`src/rtl/operand_latch.sv`:
```
// operand_latch: registers both register-file read operands into the decode/execute boundary.
// Optional feature macro OPERAND_BYPASS_EN enables write-back bypass on load and held-operand refresh.
module operand_latch #(
    parameter int WIDTH     = 32,
    parameter int REG_BITS  = 5,
    parameter int CNT_WIDTH = 16
) (
    input  logic                 clock,
    input  logic                 reset,
    input  logic                 in_valid,
    input  logic                 stall,
    input  logic                 flush,
    input  logic [REG_BITS-1:0]  ctrl_readRegA,
    input  logic [REG_BITS-1:0]  ctrl_readRegB,
    input  logic [WIDTH-1:0]     data_readRegA,
    input  logic [WIDTH-1:0]     data_readRegB,
    input  logic                 ctrl_writeEnable,
    input  logic [REG_BITS-1:0]  ctrl_writeReg,
    input  logic [WIDTH-1:0]     data_writeReg,
    output logic                 out_valid,
    output logic [REG_BITS-1:0]  out_regA,
    output logic [REG_BITS-1:0]  out_regB,
    output logic [WIDTH-1:0]     out_dataA,
    output logic [WIDTH-1:0]     out_dataB,
    output logic [CNT_WIDTH-1:0] stall_count
);

    logic                 valid_q, valid_d;
    logic [REG_BITS-1:0]  rega_q, rega_d;
    logic [REG_BITS-1:0]  regb_q, regb_d;
    logic [WIDTH-1:0]     dataa_q, dataa_d;
    logic [WIDTH-1:0]     datab_q, datab_d;
    logic [CNT_WIDTH-1:0] cnt_q, cnt_d;

    logic                 load_hit_a, load_hit_b;
    logic                 hold_hit_a, hold_hit_b;
    logic [WIDTH-1:0]     load_a, load_b;

`ifdef OPERAND_BYPASS_EN
    logic                 wr_live;

    // Write-back matches against incoming indices and held indices; reg 0 never matches.
    always_comb begin
        wr_live    = ctrl_writeEnable && (ctrl_writeReg != '0);
        load_hit_a = wr_live && (ctrl_writeReg == ctrl_readRegA);
        load_hit_b = wr_live && (ctrl_writeReg == ctrl_readRegB);
        hold_hit_a = wr_live && (ctrl_writeReg == rega_q);
        hold_hit_b = wr_live && (ctrl_writeReg == regb_q);
    end
`else
    logic                 unused_wr;

    // Without bypass the write port is ignored entirely.
    always_comb begin
        unused_wr  = ^{ctrl_writeEnable, ctrl_writeReg, data_writeReg};
        load_hit_a = 1'b0;
        load_hit_b = 1'b0;
        hold_hit_a = 1'b0;
        hold_hit_b = 1'b0;
    end
`endif

    // Operand selection for a load: reg 0 reads zero, else bypass, else read port.
    always_comb begin
        load_a = data_readRegA;
        load_b = data_readRegB;
        if (ctrl_readRegA == '0) begin
            load_a = '0;
        end else if (load_hit_a) begin
            load_a = data_writeReg;
        end
        if (ctrl_readRegB == '0) begin
            load_b = '0;
        end else if (load_hit_b) begin
            load_b = data_writeReg;
        end
    end

    // Next-state: flush beats stall beats load; reset handled in the flop block.
    always_comb begin
        valid_d = valid_q;
        rega_d  = rega_q;
        regb_d  = regb_q;
        dataa_d = dataa_q;
        datab_d = datab_q;
        cnt_d   = cnt_q;
        if (flush) begin
            valid_d = 1'b0;
            rega_d  = '0;
            regb_d  = '0;
            dataa_d = '0;
            datab_d = '0;
        end else if (stall) begin
            if (valid_q && (cnt_q != '1)) begin
                cnt_d = cnt_q + 1'b1;
            end
            if (hold_hit_a) begin
                dataa_d = data_writeReg;
            end
            if (hold_hit_b) begin
                datab_d = data_writeReg;
            end
        end else begin
            valid_d = in_valid;
            rega_d  = ctrl_readRegA;
            regb_d  = ctrl_readRegB;
            dataa_d = load_a;
            datab_d = load_b;
        end
    end

    // Stage registers with synchronous reset.
    always_ff @(posedge clock) begin
        if (reset) begin
            valid_q <= 1'b0;
            rega_q  <= '0;
            regb_q  <= '0;
            dataa_q <= '0;
            datab_q <= '0;
            cnt_q   <= '0;
        end else begin
            valid_q <= valid_d;
            rega_q  <= rega_d;
            regb_q  <= regb_d;
            dataa_q <= dataa_d;
            datab_q <= datab_d;
            cnt_q   <= cnt_d;
        end
    end

    assign out_valid   = valid_q;
    assign out_regA    = rega_q;
    assign out_regB    = regb_q;
    assign out_dataA   = dataa_q;
    assign out_dataB   = datab_q;
    assign stall_count = cnt_q;

endmodule

```
`config.mk`:
```
export PLATFORM = sky130hd
export DESIGN_NAME = operand_latch
export DESIGN_NICKNAME = d
export VERILOG_FILES = /design/src/rtl/operand_latch.sv
export SDC_FILE = /design/constraint.sdc
export NUM_CORES = 1
export LEC_CHECK = 0
export CAP_MARGIN = 20
export CORE_UTILIZATION = 40
export CTS_CLUSTER_SIZE = 25
export DETAILED_ROUTE_END_ITERATION = 8
export PLACE_DENSITY = 0.9
export SLEW_MARGIN = 20
export SYNTH_ARGS = -nofsm -noshare
export SYNTH_HDL_FRONTEND = slang
export SYNTH_SLANG_ARGS = --single-unit
```
`constraint.sdc`:
```
create_clock -name clock -period 4.4 [get_ports clock]
set_input_delay 0.44 -clock clock [delete_from_list [all_inputs] [get_ports clock]]
set_output_delay 0.44 -clock clock [all_outputs]
set_load 0.01 [all_outputs]
```
-- Yosys cells after proc, flatten, opt, wreduce, memory -nomap -nowiden
Index checks and enable logic that the tools add are counted.
- divide/modulo/power cells: 0
- multiply operators: 0
- add/subtract/negate cells: 1
- shift operators: 0
- reduce and logical (&&, ||, !) cells: 5
- mux-type cells: 2
- bitwise gates (word level): 1
- eq/ne operators: 1
- magnitude comparators: 0
- operators with widths (cell ; number):
    32-bit 2-to-1 mux ; 2
    16-bit by 1-bit adder with 16-bit output (second input constant) ; 1
    16-bit != test (second input constant) ; 1
    5-bit zero test ; 2
    3-bit AND reduction ; 1
    2-bit OR reduction ; 1
    1-bit logical AND ; 1
    1-bit NOT ; 1
- bits of input ports: 117
- register bits after elaboration: 91
- RAM bits: 0
- memories: 0
- word-level logic and storage cells: 16
- output and inout bits: 91
- latch bits: 0
- memory bits (read-only): 0

-- Logic depth before layout (Yosys ltp)
- depth after elaboration: 3
- gate-level depth with buffers: 7
- depth with buffers taken out: 5

-- Worst setup path after synthesis
Ideal clock, no wire load.
- kind: reg-to-reg
- start point: register cnt_q[0], in the netlist stall_count[0]
- end point: register cnt_q[10], in the netlist stall_count[10]
- library setup time: 0.121 ns
- required time: 4.279 ns
- buffers on the path: 1
- arrival time: 1.772 ns
- clock period less this slack: 1.893 ns
- path slack: 2.507 ns
- stages on the path, launching flop included: 7
- path through: dfxtp_1 ha_1 nand3_1 or2_1 clkbuf_1 nor4_1 mux2_2
- cells in the longest elaborated chain, start to end: 3
- elaborated cells on any way between the ends: 4
- those cells by class: add/sub: 1; eq/ne: 1; reduce/logical: 2
- ends and longest elaborated chain (item ; RTL line ; text):
    start: declaration ; 33 ; logic [CNT_WIDTH-1:0] cnt_q, cnt_d;
    start signal: assignment ; 127 ; cnt_q <= cnt_d;
    branches (longest 3 deep; another with 16-bit by 1-bit adder with 16-bit output) ; -- ;
Several ways; the timed one is not identified.
A chain may end at the register's enable or synchronous reset.

-- Worst setup path after layout
- start point: input reset
- end point: register datab_q[3], in the netlist out_dataB[3]
- cells in the longest elaborated chain, start to end: 1
- ends and longest elaborated chain (item ; RTL line ; text):
    start: declaration ; 9 ; input logic reset,
    2-bit OR reduction (no line) ; -- ;
    end signal: assignment ; 126 ; datab_q <= datab_d;
    end: declaration ; 32 ; logic [WIDTH-1:0] datab_q, datab_d;
No other way between the ends.

==> results.yml <==
floorplan:
  die_area_um2: 8845
  core_area_um2: 8217
  die_y_um: 94.05
  fp-row-count: 33
  die_w_um: 94.05
  pin_count: 208
  initial_core_util_pct: 41.25
worst_setup_path:
  rrSetupSlack_ns: 2.37
  worstReg2RegStart: "stall_count[0]"
  crit_required_ns: 4.61
  crit_family: "buffers and inverters"
  cp_max_fo: 38
  cpPeakStageDelay_ns: 0.63
  cp-start-kind: "primary input"
  criticalPathCategory: "primary input to flip-flop"
  crit_buf_inv: 3
  reg2regPathDepth: 5
  crit_top_cell: "buf_4"
  endpoint_kind: "flip-flop"
  reg2reg_to: "stall_count[10]"
  worstPathArrival_ns: 2.35
  slowest_stage: "or2_2"
  cp_cell_sequence: "clkdlybuf4s50_1 -> buf_4 -> or2_2 -> buf_4 -> nor2_1"
final_layout:
  final_nets: 632
  diodes: 0
  final_cell_area_um2: 5321
  layout-drive-gt1-share_pct: 6.744
  syn_to_final_growth_pct: 57.00
  mostFrequentLayoutCells: "168 x clkdlybuf4s50_1, 91 x dfxtp_1, 79 x nor2_1"
  mostFrequentLayoutCell: "clkdlybuf4s50_1"
power:
  power.leakage_uw: 0.001926
  clkPwrFrac_pct: 34.9
  p_seq_share_pct: 52.3
  swShare_pct: 23.48
  power.density_nw_per_um2: 307.8
  power_switching_uw: 384.5
  combPwrFrac_pct: 12.8
  p_int_uw: 1253
  peakVddDrop_mv: 0.1827
global_routing:
  grt_pass1_vias: 2922
  overflow: 0
  grt.total_usage_pct: 19.98
  grt_max_degree: 78
  grt_pass1_wl_mm: 13.88
  antenna_found_initial: 0
sta:
  clock_skew_ns: 0.01074
  post-route-period-util_pct: 48.59
  setup_violations: 0
  fmax_ghz: 0.4678
  holdWs_ns: 0.4481
  hold_viol_final: 0
  rsz0062_at_grt: "no"
  timing.setup.tns_ns: 0
  finalCriticalPeriod_ns: 2.138
  worst_slew_pin_slew_ns: 0.8560
  max_slew_margin_pct: 42.93
  fin_ws_ns: 2.262
  slew_violations: 0
synthesis:
  ys_async_sr_fraction_pct: 0
  synth_ff_type: "dfxtp_1"
  syn_inst: 358
  synth.area.top_cells: "dfxtp_1 54%, a22oi_1 14%, nor2_1 8.7%"
  synth-edff-count: 0
  synth_nets: 476
  yosysTopAreaCell: "dfxtp_1"
  synth_area_per_cell_um2: 9.468
  ys_warn_count: 0
  syn_area_um2: 3390
  synth_seq_cells: 91
  ys_types: 32
  synth.top_cell.area_share_pct: 53.75
  yosysSeqAreaShare_pct: 53.75
min_path:
  hold_depth: 3
  whs_endpoint: "out_valid"
  hp-start: "stall"
  hold_path_class: "primary input to flip-flop"
clocking:
  cts_max_path_buffers: 2
  clk_pin_slew_ns: 0.09
  tritoncts: "yes"
  insertion_delay_ns: 0.34
  post_cts_resized: 0
  clock-sinks: 91
  cts_root_buf: "clkbuf_8"
  postCtsHoldBufs: 0
  cts_setup_buffers: 0
  cts_max_level: 3
  cts_made_buffers: 9
placement:
  pre_cts_slack_ns: 1.912
  gp_congestion: 0.7964
  placed_cell_area_um2: 5112
  io_buffers: 169
  dpl.hpwl_mm: 6.552
detailed_routing:
  wl_mm: 9.174
  post_drt_wl_per_cell_um: 14.70
  drtAntennaViolNets: 0
  drc: 0
  first_pass_iters: 5
  via_per_inst: 5.229
  dr.first_iter.drc_count: 74
  routed-via-count: 3263
flow_run:
  maxCapViolCount: 0
run_status:
  status: "complete, no violations"
## through the flow
step	std cells	utilization [%]	total power (µW)
2_1_floorplan	358	-	958.3
3_3_place_gp	608	62.22	1081
3_5_place_dp	608	62.22	1087
4_1_cts	624	64.76	1662
5_1_grt	624	64.76	1713
6_report	624	64.76	1638
## cells in the mapped netlist (2+ instances only)
master and number:
a21oi_1 17, a22oi_1 64, buf_1 4, clkbuf_1 21, clkbuf_8 3, dfxtp_1 91, inv_1 2, mux2_2 2
mux2i_1 10, nand2_1 8, nand3_1 3, nand4_1 5, nor2_1 79, nor2b_1 2, nor3_1 3, nor4_1 3
o21ai_0 4, o31ai_1 9, or2_2 3, or3_1 6, or4_1 8
## kinds of logic after synthesis
family	share of synthesized area, %
compound gates	19.53
simple gates	17.98
mux	3.618
flops	53.75
buf+inv	4.762
fa+ha+maj	0.3691
## worst min-delay path, stage by stage
cell and delay [ns]:
buf_2 0.13, nand2_1 0.11, a21oi_1 0.07
## state kept, by name, indices dropped and copies added (netlist names)
signal	count
out_dataA	32
out_dataB	32
out_regA	5
out_regB	5
out_valid	1
stall_count	16
## power by group through the flow
stage	Sequential, µW	Combinational, µW	Clock (µW)
final	856	210	571
after global routing	859	227	626
after CTS	857	212	593
after detailed placement	876	211	0
after global placement	874	207	0
after floorplan	885	73.0	0
## layout make-up
class	instances	area [µm²]
Inverter	2	7.507
Timing Repair Buffer	175	1732
Clock buffer	10	137.6
Sequential cell	91	1822
Multi-Input combinational cell	235	1420
Tap cell	105	131.4
Clock inverter	6	71.32
Fill cell	633	2895
## worst max-delay path by stage
stage	startpoint	slack [ns]	cells after the start	endpoint
2_1_floorplan	stall_count[0]	2.51	6	stall_count[10]
3_3_place_gp	reset	1.95	5	out_regB[1]
3_5_place_dp	reset	1.91	5	out_dataB[23]
4_1_cts	reset	2.30	5	out_dataB[23]
5_1_grt	reset	2.14	5	out_dataB[23]
6_report	reset	2.26	5	out_dataB[3]
## metal layers
| metal | wire length [µm] | vias up | GRT usage [%] |
|---|---|---|---|
| met1 | 3739 | 1511 | 23.73 |
| li1 | - | 1606 | - |
| met2 | 4588 | 138 | 33.64 |
| met5 | 0 | - | 0 |
| met3 | 738 | 8 | 5.097 |
| met4 | 108 | 0 | 9.231 |
Note: power is estimated with default switching activity, not from simulation.
